File: src/rtl/matrix_bp_engine.sv
// Backward-pass engine: streams delta and weight rows in, accumulates the
// transposed product e[j] = sum_i w[i][j]*delta[i] in Q6.10, streams e out.
module matrix_bp_engine #(
    parameter int N_IN  = 4,
    parameter int N_OUT = 3
) (
    input  logic        clk,
    input  logic        rst_n,
    input  logic [15:0] s_delta_tdata,
    input  logic        s_delta_tvalid,
    output logic        s_delta_tready,
    input  logic [15:0] s_w_tdata,
    input  logic        s_w_tvalid,
    output logic        s_w_tready,
    output logic [15:0] m_e_tdata,
    output logic        m_e_tvalid,
    input  logic        m_e_tready,
    output logic        m_e_tlast,
    output logic        busy
);

    localparam int IW = (N_OUT > 1) ? $clog2(N_OUT) : 1;
    localparam int JW = (N_IN > 1) ? $clog2(N_IN) : 1;
    localparam logic [IW-1:0] I_LAST = IW'(N_OUT - 1);
    localparam logic [JW-1:0] J_LAST = JW'(N_IN - 1);

    typedef enum logic [1:0] {
        S_IDLE   = 2'd0,
        S_DELTA  = 2'd1,
        S_WEIGHT = 2'd2,
        S_OUT    = 2'd3
    } state_t;

    state_t                 state_r, state_s;
    logic [N_IN-1:0][15:0]  acc_r, acc_s;
    logic [15:0]            d_r, d_s;
    logic [IW-1:0]          i_r, i_s;
    logic [JW-1:0]          j_r, j_s;
    logic [JW-1:0]          k_r, k_s;
    logic                   busy_s;
    logic [15:0]            inc_s;

    // Q6.10 product slice: arithmetic shift right by 10, truncating toward -inf
    function automatic logic [15:0] q_mul_inc(input logic [15:0] d, input logic [15:0] w);
        logic signed [31:0] p;
        p = $signed(d) * $signed(w);
        return p[25:10];
    endfunction

    // Next-state, counter and accumulator update logic
    always_comb begin
        state_s = state_r;
        acc_s   = acc_r;
        d_s     = d_r;
        i_s     = i_r;
        j_s     = j_r;
        k_s     = k_r;
        busy_s  = busy;
        inc_s   = q_mul_inc(d_r, s_w_tdata);
        case (state_r)
            S_IDLE: begin
                acc_s   = '0;
                i_s     = '0;
                j_s     = '0;
                k_s     = '0;
                state_s = S_DELTA;
            end
            S_DELTA: begin
                if (s_delta_tvalid) begin
                    d_s     = s_delta_tdata;
                    busy_s  = 1'b1;
                    state_s = S_WEIGHT;
                end else begin
                    state_s = S_DELTA;
                end
            end
            S_WEIGHT: begin
                if (s_w_tvalid) begin
                    acc_s[j_r] = acc_r[j_r] + inc_s;
                    if (j_r == J_LAST) begin
                        j_s = '0;
                        if (i_r == I_LAST) begin
                            state_s = S_OUT;
                        end else begin
                            i_s     = i_r + 1'b1;
                            state_s = S_DELTA;
                        end
                    end else begin
                        j_s = j_r + 1'b1;
                    end
                end else begin
                    state_s = S_WEIGHT;
                end
            end
            S_OUT: begin
                if (m_e_tready) begin
                    if (k_r == J_LAST) begin
                        busy_s  = 1'b0;
                        state_s = S_IDLE;
                    end else begin
                        k_s = k_r + 1'b1;
                    end
                end else begin
                    state_s = S_OUT;
                end
            end
            default: begin
                state_s = S_IDLE;
            end
        endcase
    end

    // Core state, datapath and counter registers
    always_ff @(posedge clk or negedge rst_n) begin
        if (!rst_n) begin
            state_r <= S_IDLE;
            acc_r   <= '0;
            d_r     <= 16'h0000;
            i_r     <= '0;
            j_r     <= '0;
            k_r     <= '0;
        end else begin
            state_r <= state_s;
            acc_r   <= acc_s;
            d_r     <= d_s;
            i_r     <= i_s;
            j_r     <= j_s;
            k_r     <= k_s;
        end
    end

    // Output registers, decoded from the next state so they track state exactly
    always_ff @(posedge clk or negedge rst_n) begin
        if (!rst_n) begin
            s_delta_tready <= 1'b0;
            s_w_tready     <= 1'b0;
            m_e_tvalid     <= 1'b0;
            m_e_tlast      <= 1'b0;
            m_e_tdata      <= 16'h0000;
            busy           <= 1'b0;
        end else begin
            s_delta_tready <= (state_s == S_DELTA);
            s_w_tready     <= (state_s == S_WEIGHT);
            m_e_tvalid     <= (state_s == S_OUT);
            m_e_tlast      <= (state_s == S_OUT) && (k_s == J_LAST);
            m_e_tdata      <= (state_s == S_OUT) ? acc_s[k_s] : 16'h0000;
            busy           <= busy_s;
        end
    end

endmodule

File: config.mk
export PLATFORM = sky130hd
export DESIGN_NAME = matrix_bp_engine
export DESIGN_NICKNAME = d
export VERILOG_FILES = /design/src/rtl/matrix_bp_engine.sv
export SDC_FILE = /design/constraint.sdc
export NUM_CORES = 1
export LEC_CHECK = 0
export ABC_AREA = 1
export CAP_MARGIN = 10
export CORE_MARGIN = 2
export CORE_UTILIZATION = 69
export DETAILED_ROUTE_END_ITERATION = 8
export MAX_ROUTING_LAYER = met4
export PLACE_DENSITY = 0.89
export SLEW_MARGIN = 20
export SYNTH_ARGS = -nofsm -noshare
export SYNTH_HDL_FRONTEND = slang
export SYNTH_SLANG_ARGS = --single-unit
File: constraint.sdc
create_clock -name clk -period 14.28 [get_ports clk]
set_input_delay 2.142 -clock clk [delete_from_list [all_inputs] [get_ports clk]]
set_output_delay 2.142 -clock clk [all_outputs]
set_load 0.05 [all_outputs]
==> metrics.md, run 1 <==
| Metric | Value |
|---|---|
| Min-Delay Path Class | reg2reg |
| N_diodes | 0 |
| NumNets Final | 2199 |
| Die W | 149 um |
| Max-slew violations | 0 |
| DR pass1 iterations | 6 |
| Total track usage | 37.3% |
| Area share of the largest cell type after synthesis | 28.8% |
| Antenna Nets Post-Route | 0 |
| Iteration-0 DRC count of the detailed router | 951 |
| Vias in the first global route | 12800 |
| Multi-input gate area in the final layout | 0.00961 mm^2 |
| R2R Path Start | d_r[9] |
| Worst slew pin tran | 1.02 ns |
| Register area | 0.00273 mm^2 |
| Peak Freq | 104 MHz |
| RSZ-0062 raised after global routing | no |
| Post-route setup TNS | 0 ns |
| FF+latch count, synth | 109 |
| Die Y | 149 um |
| Largest net degree at the start of global routing | 78 |
| Worst R2R Setup Slack | 6.48 ns |
| Clock Path Buffers | 2 |
| Hold Fails Final Rpt | 0 |
| DRT Wirelength | 37300 um |
| Cts hold-fix bufs | 0 |
| CP endpoint | m_e_tdata[10] |
| Slew margin rel. | 31.7% |
| PortBufs | 57 |
| Post-CTS Setup Inserts | 0 |
| Reg2reg path depth | 30 |
| Vias per Instance | 5.72 |
| H-tree depth | 3 |
| Total CTS buffers | 9 |
| Highest-delay cell along the critical path | clkdlybuf4s50_1 |
| Worst setup path start | s_w_tdata[8] |
| Clk_skew | 0.0153 ns |
| Top post-synthesis cells by count | inv_1, nand2_1, fa_1 |
| Dpl ws | 4.55 ns |
| CTS clk-pin slew, worst paths | 0.08 ns |
| Synth top area cells | fa_1, dfrtp_1, inv_1, nand2_1, ha_1 |
| Core area | 0.0208 mm^2 |
| Cell area after synthesis | 0.0145 mm^2 |
| Clock Latency Late Sink | 0.37 ns |
| Die area | 0.0222 mm^2 |
| Max-cap violations | 0 |
| Predominant post-synthesis flop cell | dfrtp_1 |
| Initial antenna violation count | 0 |
| DRC viols | 0 |
| Final worst slack | 4.67 ns |
| Seq/Total Area, Yosys | 18.8% |
| Most frequent cell after synthesis | inv_1 |
| Endpoint type of the worst setup path | register |
| Crit share post-route | 67.3% |
| Count of cell types in the netlist | 46 |
| Post-route minimum period | 9.61 ns |
| Status | finished, final reports clean |
| Sink Count | 109 |
| Layout fillers | 1490 |
| CTS tree | built |
| Syn nets | 2202 |
| Top cell type by total area after synthesis | fa_1 |
| Vias | 12200 |
| First-pass GRT wire length | 63000 um |
| Post-synth EDFFs | 0 |
| Mean post-synth cell area | 7.81 um^2 |
| Synth Instances | 1860 |
| Max incr delay on CP | 1.04 ns |
| Area delta synth->final | 6.74% |
| Setup Viol. Count Final | 0 |
| Final Wtd Congestion | 0.943 |
| CP Data Arrival Time | 9.87 ns |
| Hpwl dp | 28300 um |
| Root Buffer Master | clkbuf_16 |
| Setup CP Type | in2reg |
| Fraction of registers with async set/reset | 100% |
| Initial core utilization | 69.8% |
| CP Launch Type | primary input |
| PostCTS Resize Cnt | 0 |
| Min Hold Slack | 0.504 ns |
| Congestion Overflow GR | 0 |
| Io pins | 58 |
| Synthesis Warnings | 0 |
| Share of cells above drive strength 1 | 4.24% |
| CP max FO | 16 |
| Data required, critical path | 14.54 ns |
| FP Rows | 53 |
| Worst r2r dst | m_e_tdata[10] |
| WL per Instance | 17.5 um |
-- placed cells by master (no fill, tap or decap), types with 43 or more instances in the layout --
cell / count
o21ai_0: 57
nand2_1: 440
nand3_1: 56
inv_1: 485
clkdlybuf4s50_1: 56
a21oi_1: 90
ha_1: 96
nor2_1: 43
fa_1: 209
dfrtp_1: 109
-- state kept, by name, summed over array words and instances, names as in the netlist --
register,count
acc_r,64
d_r,16
m_e_tdata,16
i_r,2
j_r,2
k_r,2
state_r,2
busy,1
m_e_tlast,1
m_e_tvalid,1
s_delta_tready,1
s_w_tready,1
-- how the worst min path moves through the flow --
| stage | start | endpoint | depth (start not counted) |
|---|---|---|---|
| final | i_r[0] | i_r[0] | 1 |
| after detailed placement | i_r[0] | i_r[0] | 1 |
| after CTS | i_r[0] | i_r[0] | 1 |
| after global routing | busy | busy | 2 |
| after global placement | i_r[0] | i_r[0] | 1 |
| after floorplan | i_r[0] | i_r[0] | 1 |
-- per-stage QoR --
stage	utilization (%)	area [um^2]	cells
finish	74.5	15500	2137
CTS	74.5	15500	2137
floorplan	-	14500	1860
global placement	72.9	15200	2121
detailed placement	72.9	15200	2121
global route	74.5	15500	2137
-- critical path: cells and delay by family --
| family | cells | cell delay, ns |
|---|---|---|
| and+or+nand+nor | 6 | 0.67 |
| adders and majority gates | 8 | 3.69 |
| xor gates and xnor gates | 2 | 0.63 |
| buffers and inverters | 7 | 1.36 |
| AOI/OAI and AO/OA | 9 | 1.36 |
-- final cells by class --
| type | instances | share of cell area, % |
|---|---|---|
| multi-input combinational | 1172 | 61.9 |
| sequential | 109 | 17.6 |
| inverter | 501 | 12.1 |
| timing repair buffer | 64 | 4.00 |
| tap | 275 | 2.22 |
| clock buffer | 9 | 1.45 |
| clock inverter | 7 | 0.653 |
-- layer usage --
metal | vias up | GRT usage, % | part of all wire (%)
met5 | - | - | 0
met1 | 5856 | 45.6 | 37
met3 | 157 | 5.84 | 9.0
li1 | 5527 | - | -
met2 | 693 | 62.0 | 50
met4 | 0 | 16.1 | 4.5
-- logic make-up (layout without fill, tap and decap cells) --
| family | count (synthesis) | after routing | synth area share (%) |
|---|---|---|---|
| multiplexers | 15 | 15 | 1.16 |
| flip-flops | 109 | 109 | 18.8 |
| AO/OA/AOI/OAI | 260 | 260 | 10.7 |
| buffers and inverters | 579 | 581 | 15.1 |
| adder cells (fa/ha/maj) | 305 | 305 | 37.1 |
| XOR/XNOR | 23 | 23 | 1.39 |
| AND/OR/NAND/NOR | 569 | 569 | 15.8 |
Power of run 1 is left out: the tool's default activity adds up to more than one toggle a clock period on the data nets, which glitch-free logic cannot reach.
==> run 2: changes to the inputs <==
CORE_UTILIZATION = 58   (was 69)
PLACE_DENSITY = 0.8   (was 0.89)
clock period = 8.29 ns   (was 14.28 ns; I/O delays follow)
==> run 2 against run 1 <==
Net effect:
- routed wire length grew 5.4%
- die area grew 18%
- clock skew grew 0.0086 ns
- sequential share of layout area shrank 1.0 points
- critical path depth shrank 1
- global-route usage shrank 5.6 points
- critical path type unchanged
- largest cell class unchanged
- highest routed layer unchanged
==> metrics.md, run 2 (synthesis results as in run 1) <==
| Metric | Value |
|---|---|
| CTS tree | built |
| CTS clk-pin slew, worst paths | 0.10 ns (+0.02 ns) |
| PortBufs | 57 (unchanged) |
| Min Hold Slack | 0.511 ns (+0.00721 ns) |
| Endpoint type of the worst setup path | register |
| Reg2reg path depth | 33 (+10%) |
| Vias | 12400 (+1.5%) |
| Worst R2R Setup Slack | 0.75 ns (-5.73 ns) |
| Initial antenna violation count | 0 (unchanged) |
| Die W | 162 um (+8.8%) |
| Crit-path most repeated cell | fa_1 |
| Max incr delay on CP | 0.57 ns (-0.47 ns) |
| Post-route minimum period | 7.89 ns |
| Max-slew violations | 0 (unchanged) |
| Peak Freq | 127 MHz |
| CP endpoint | m_e_tdata[10] |
| CP max FO | 17 (+1) |
| Post-route setup TNS | 0 ns (unchanged) |
| Iteration-0 DRC count of the detailed router | 954 (+0.32%) |
| Hold Fails Final Rpt | 0 (unchanged) |
| Congestion Overflow GR | 0 (unchanged) |
| Die Y | 162 um (+8.8%) |
| N_diodes | 0 (unchanged) |
| Clock Latency Late Sink | 0.38 ns (about the same) |
| Max-cap violations | 0 (unchanged) |
| Vias in the first global route | 12700 (-0.80%) |
| Delay-heaviest family, CP | adder cells |
| DRC viols | 0 (unchanged) |
| Largest register FFs | 64 (unchanged) |
| Dpl ws | -0.219 ns (-4.77 ns) |
| Clk_skew | 0.0239 ns (+0.00859 ns) |
| WP depth | 31 (-3.1%) |
| Layout fillers | 1958 (+31%) |
| R2R Path Start | d_r[5] |
| CP Data Arrival Time | 8.17 ns (-1.70 ns) |
| Data required, critical path | 8.57 ns (-5.97 ns) |
| Worst Path Buf+Inv | 7 (unchanged) |
| Io pins | 58 (unchanged) |
| Clock Path Buffers | 2 (unchanged) |
| Commonest non-fill, non-tap cell in the layout | inv_1 |
| Worst r2r dst | m_e_tdata[10] |
| Multi-input gate area in the final layout | 0.00980 mm^2 (+2.0%) |
| Core area | 0.0245 mm^2 (+17%) |
| Hold Crit Start | i_r[0] |
| DR pass1 iterations | 5 (-1) |
| First-pass GRT wire length | 63700 um (+1.2%) |
| Total CTS buffers | 9 (unchanged) |
| WL per Instance | 17.3 um (-0.77%) |
| Hpwl dp | 30100 um (+6.6%) |
| Vias per Instance | 5.47 (-4.5%) |
| Setup Viol. Count Final | 0 (unchanged) |
| Largest registers | acc_r: 64 flops, d_r: 16 flops, m_e_tdata: 16 flops |
| Worst setup path start | s_w_tdata[10] |
| Commonest cells after routing, fill and taps aside | inv_1, nand2_1, fa_1 |
| Final Util | 67.3% (-7.2 points) |
| Antenna Nets Post-Route | 0 (unchanged) |
| CP Launch Type | primary input |
| FP Rows | 57 (+7.5%) |
| Min-Delay Path Class | reg2reg |
| Total track usage | 31.7% (-5.6 points) |
| RSZ-0062 raised after global routing | no |
| Die area | 0.0263 mm^2 (+18%) |
| H-tree depth | 3 (unchanged) |
| Sink Count | 109 (unchanged) |
| Crit share post-route | 95.2% |
| Largest net degree at the start of global routing | 67 (-14%) |
| Area delta synth->final | 13.3% |
| NumNets Final | 2283 (+3.8%) |
| Initial core utilization | 59.4% (-10 points) |
| Worst slew pin tran | 1.03 ns (+0.00388 ns) |
| Final Wtd Congestion | 0.938 (-0.57%) |
| Share of cells above drive strength 1 | 9.92% (+5.7 points) |
| Register area | 0.00273 mm^2 (unchanged) |
| Final worst slack | 0.398 ns (-4.27 ns) |
| DRT Wirelength | 39400 um (+5.4%) |
| Setup CP Type | in2reg |
| Highest-delay cell along the critical path | clkdlybuf4s50_1 |
| Root Buffer Master | clkbuf_16 |
| Status | finished, final reports clean |
| Largest Register | acc_r |
| Slew margin rel. | 31.6% (-0.16 points) |
[run 2: changes by cell type in the layout (fill, tap and decap cells not counted), sizes merged]
cell	change
clkdlybuf4s50	-8
buf	+83
clkbuf	+1
bufinv	-1
dlymetal6s2s	+8
clkinvlp	-1
inv	+2
[run 2: stage by stage]
step | std cells | instance area, um^2
finish | 2270 | 16500
detailed placement | 2242 | 15800
CTS | 2258 | 16100
floorplan | 1860 | 14500
global placement | 2242 | 15800
global route | 2270 | 16500
[run 2: worst min path at each step]
stage / endpoint / slack (ns) / depth (start not counted)
after floorplan: i_r[0] / 0.46 / 1
after global placement: i_r[0] / 0.48 / 1
after detailed placement: acc_r[47] / 0.49 / 2
after CTS: i_r[0] / 0.51 / 1
after global routing: i_r[0] / 0.54 / 1
final: i_r[0] / 0.51 / 1
[run 2: metal layers]
layer | global-route usage [%] | wire length, um
met2 | 52.4 | 19100
met1 | 40.2 | 15700
met3 | 5.13 | 3230
met4 | 10.3 | 1290
met5 | - | 0
[run 2: repair_timing]
item                                    CTS  global route
hold buffers                              0             0
buffers inserted                          0            12
endpoints found under the setup margin    0             8
resized for setup                         0            46
[run 2: final cells by class]
class	instances	share of cell area (%)
multi-input combinational	1172	59.5
sequential	109	16.6
inverter	501	11.4
timing repair buffer	148	8.10
tap	324	2.46
clock buffer	9	1.37
clock inverter	7	0.539
Power of run 2 is left out for the same reason.
==> run 3: changes to the inputs <==
CTS_CLUSTER_SIZE = 30   (was default)
REMOVE_ABC_BUFFERS = 1   (was default)
clock period = 6.9 ns   (was 8.29 ns; I/O delays follow)
==> run 3 against run 2 <==
Net effect:
- the flow now finishes with violations (setup timing)
- sequential share of layout area is 1.6 points lower
- setup slack got worse by 1.0 ns
- final area grew 11%
- register-to-register slack worse by 1.2 ns
- cell count rose by 5.8%
- die area unchanged
- first-iteration DRC count is 21% higher
- global-route usage is 1.3 points higher
- via count increased by 6.5%
- largest cell class unchanged
==> metrics.md, run 3 (synthesis results as in run 1) <==
| Metric | Value |
|---|---|
| Data required, critical path | 7.21 ns (-1.36 ns) |
| Largest net degree at the start of global routing | 65 (-3.0%) |
| Clock Latency Late Sink | 0.38 ns (about the same) |
| Hold Fails Final Rpt | 0 (unchanged) |
| Clock Path Buffers | 2 (unchanged) |
| Max-slew violations | 0 (unchanged) |
| Largest Register | acc_r |
| Vias in the first global route | 13800 (+8.2%) |
| H-tree depth | 3 (unchanged) |
| Setup CP Type | in2reg |
| Total track usage | 33.0% (+1.3 points) |
| Max-cap violations | 0 (unchanged) |
| Max incr delay on CP | 0.58 ns (about the same) |
| Cts hold-fix bufs | 0 (unchanged) |
| Min-Delay Path Class | reg2reg |
| CP Data Arrival Time | 7.85 ns (-0.32 ns) |
| Congestion Overflow GR | 0 (unchanged) |
| Sink Count | 109 (unchanged) |
| Reg2reg path depth | 33 (unchanged) |
| Worst Path Buf+Inv | 6 (-1) |
| Worst r2r dst | m_e_tdata[10] |
| Endpoint type of the worst setup path | register |
| Total CTS buffers | 9 (unchanged) |
| Hold EP | busy |
| Delay-heaviest family, CP | adder cells |
| Vias | 13200 (+6.5%) |
| Die W | 162 um (unchanged) |
| Final Cell Area | 0.0183 mm^2 (+11%) |
| DR pass1 iterations | 7 (+2) |
| DRC viols | 0 (unchanged) |
| Iteration-0 DRC count of the detailed router | 1159 (+21%) |
| Core area | 0.0245 mm^2 (unchanged) |
| Vias per Instance | 5.51 (+0.67%) |
| Post-route minimum period | 7.54 ns |
| Placed Area | 0.0166 mm^2 (+4.7%) |
| Largest registers | acc_r: 64 flops, d_r: 16 flops, m_e_tdata: 16 flops |
| Peak Freq | 133 MHz |
| NumNets Final | 2415 (+5.8%) |
| Status | complete, but fails checks |
| Commonest cells after routing, fill and taps aside | inv_1, nand2_1, fa_1 |
| Worst slew pin tran | 1.19 ns (+0.168 ns) |
| Failing checks | setup timing |
| Largest register FFs | 64 (unchanged) |
| Initial core utilization | 59.4% (unchanged) |
| Antenna Nets Post-Route | 0 (unchanged) |
| DRT Wirelength | 43300 um (+10%) |
| Hpwl dp | 30800 um (+2.4%) |
| CP max FO | 4 (-13) |
| Share of cells above drive strength 1 | 23.1% (+13 points) |
| Clk_skew | 0.0171 ns (-0.00680 ns) |
| Area delta synth->final | 25.7% |
| Final Wtd Congestion | 0.966 (+3.0%) |
| Slew margin rel. | 20.3% (-11 points) |
| Root Buffer Master | clkbuf_16 |
| Initial antenna violation count | 0 (unchanged) |
| Highest-delay cell along the critical path | fa_1 |
| RSZ-0062 raised after global routing | yes |
| First-pass GRT wire length | 66800 um (+4.9%) |
| Worst hold path stage count | 2 (+1) |
| CP Launch Type | primary input |
| Die area | 0.0263 mm^2 (unchanged) |
| Setup Viol. Count Final | 54 (+54) |
| Hold Crit Start | busy |
| CTS clk-pin slew, worst paths | 0.10 ns (about the same) |
| Io pins | 58 (unchanged) |
| PortBufs | 57 (unchanged) |
| Die Y | 162 um (unchanged) |
| Commonest non-fill, non-tap cell in the layout | inv_1 |
| Crit-path most repeated cell | fa_1 |
| CTS tree | built |
| FP Rows | 57 (unchanged) |
| WL per Instance | 18.0 um (+4.0%) |
| R2R Path Start | d_r[6] |
| Crit share post-route | 109% |
| Final worst slack | -0.643 ns (-1.04 ns) |
| Worst R2R Setup Slack | -0.49 ns (-1.24 ns) |
| N_diodes | 0 (unchanged) |
-- run 3: through the flow --
stage	setup slack, ns	util (%)	hold WS [ns]	TNS, ns	std cells
5_1_grt	-0.914	74.7	0.539	-28.20	2402
4_1_cts	-0.390	70.9	0.519	-6.25	2385
3_5_place_dp	-1.20	67.8	0.492	-51.64	2346
2_1_floorplan	-0.0709	-	0.458	-0.175	1782
3_3_place_gp	-1.09	67.8	0.477	-45.76	2346
6_report	-0.643	74.7	0.512	-14.42	2402
-- run 3: layout make-up --
cell class	count	area, um^2
tap	324	405
inverter	501	1890
clock inverter	7	105
sequential	109	2730
timing repair buffer	280	2360
multi-input combinational	1172	10600
fill	1652	6200
clock buffer	9	225
-- run 3: worst max-delay path by stage --
| stage | from | endpoint | cells past startpoint | slack [ns] |
|---|---|---|---|---|
| finish | s_w_tdata[6] | m_e_tdata[10] | 35 | -0.64 |
| global route | s_w_tdata[1] | m_e_tdata[10] | 34 | -0.91 |
| CTS | s_w_tdata[6] | m_e_tdata[14] | 38 | -0.39 |
| detailed placement | s_w_tdata[1] | m_e_tdata[15] | 36 | -1.20 |
| global placement | s_w_tdata[1] | m_e_tdata[12] | 30 | -1.09 |
| floorplan | s_w_tdata[4] | m_e_tdata[15] | 35 | -0.07 |
-- run 3: worst min-delay path, cell delays in order, from the launching register on --
cell	delay [ns]
dfrtp_1	0.36
o32ai_1	0.08
inv_1	0.05
-- run 3: repair_timing --
item                       in CTS  in global routing
cloned                          1                  0
gates resized for setup       124                187
setup endpoints to repair      65                 63
pin swaps                      67                106
buffers inserted               23                 24
-- run 3: per-layer routing --
layer,wire length [um],global-route usage [%],vias up
met2,21600,54.6,618
met1,16600,41.3,6474
met3,3260,5.75,176
met4,1950,11.3,0
li1,-,-,5956
met5,0,-,-
Power of run 3 is left out for the same reason.
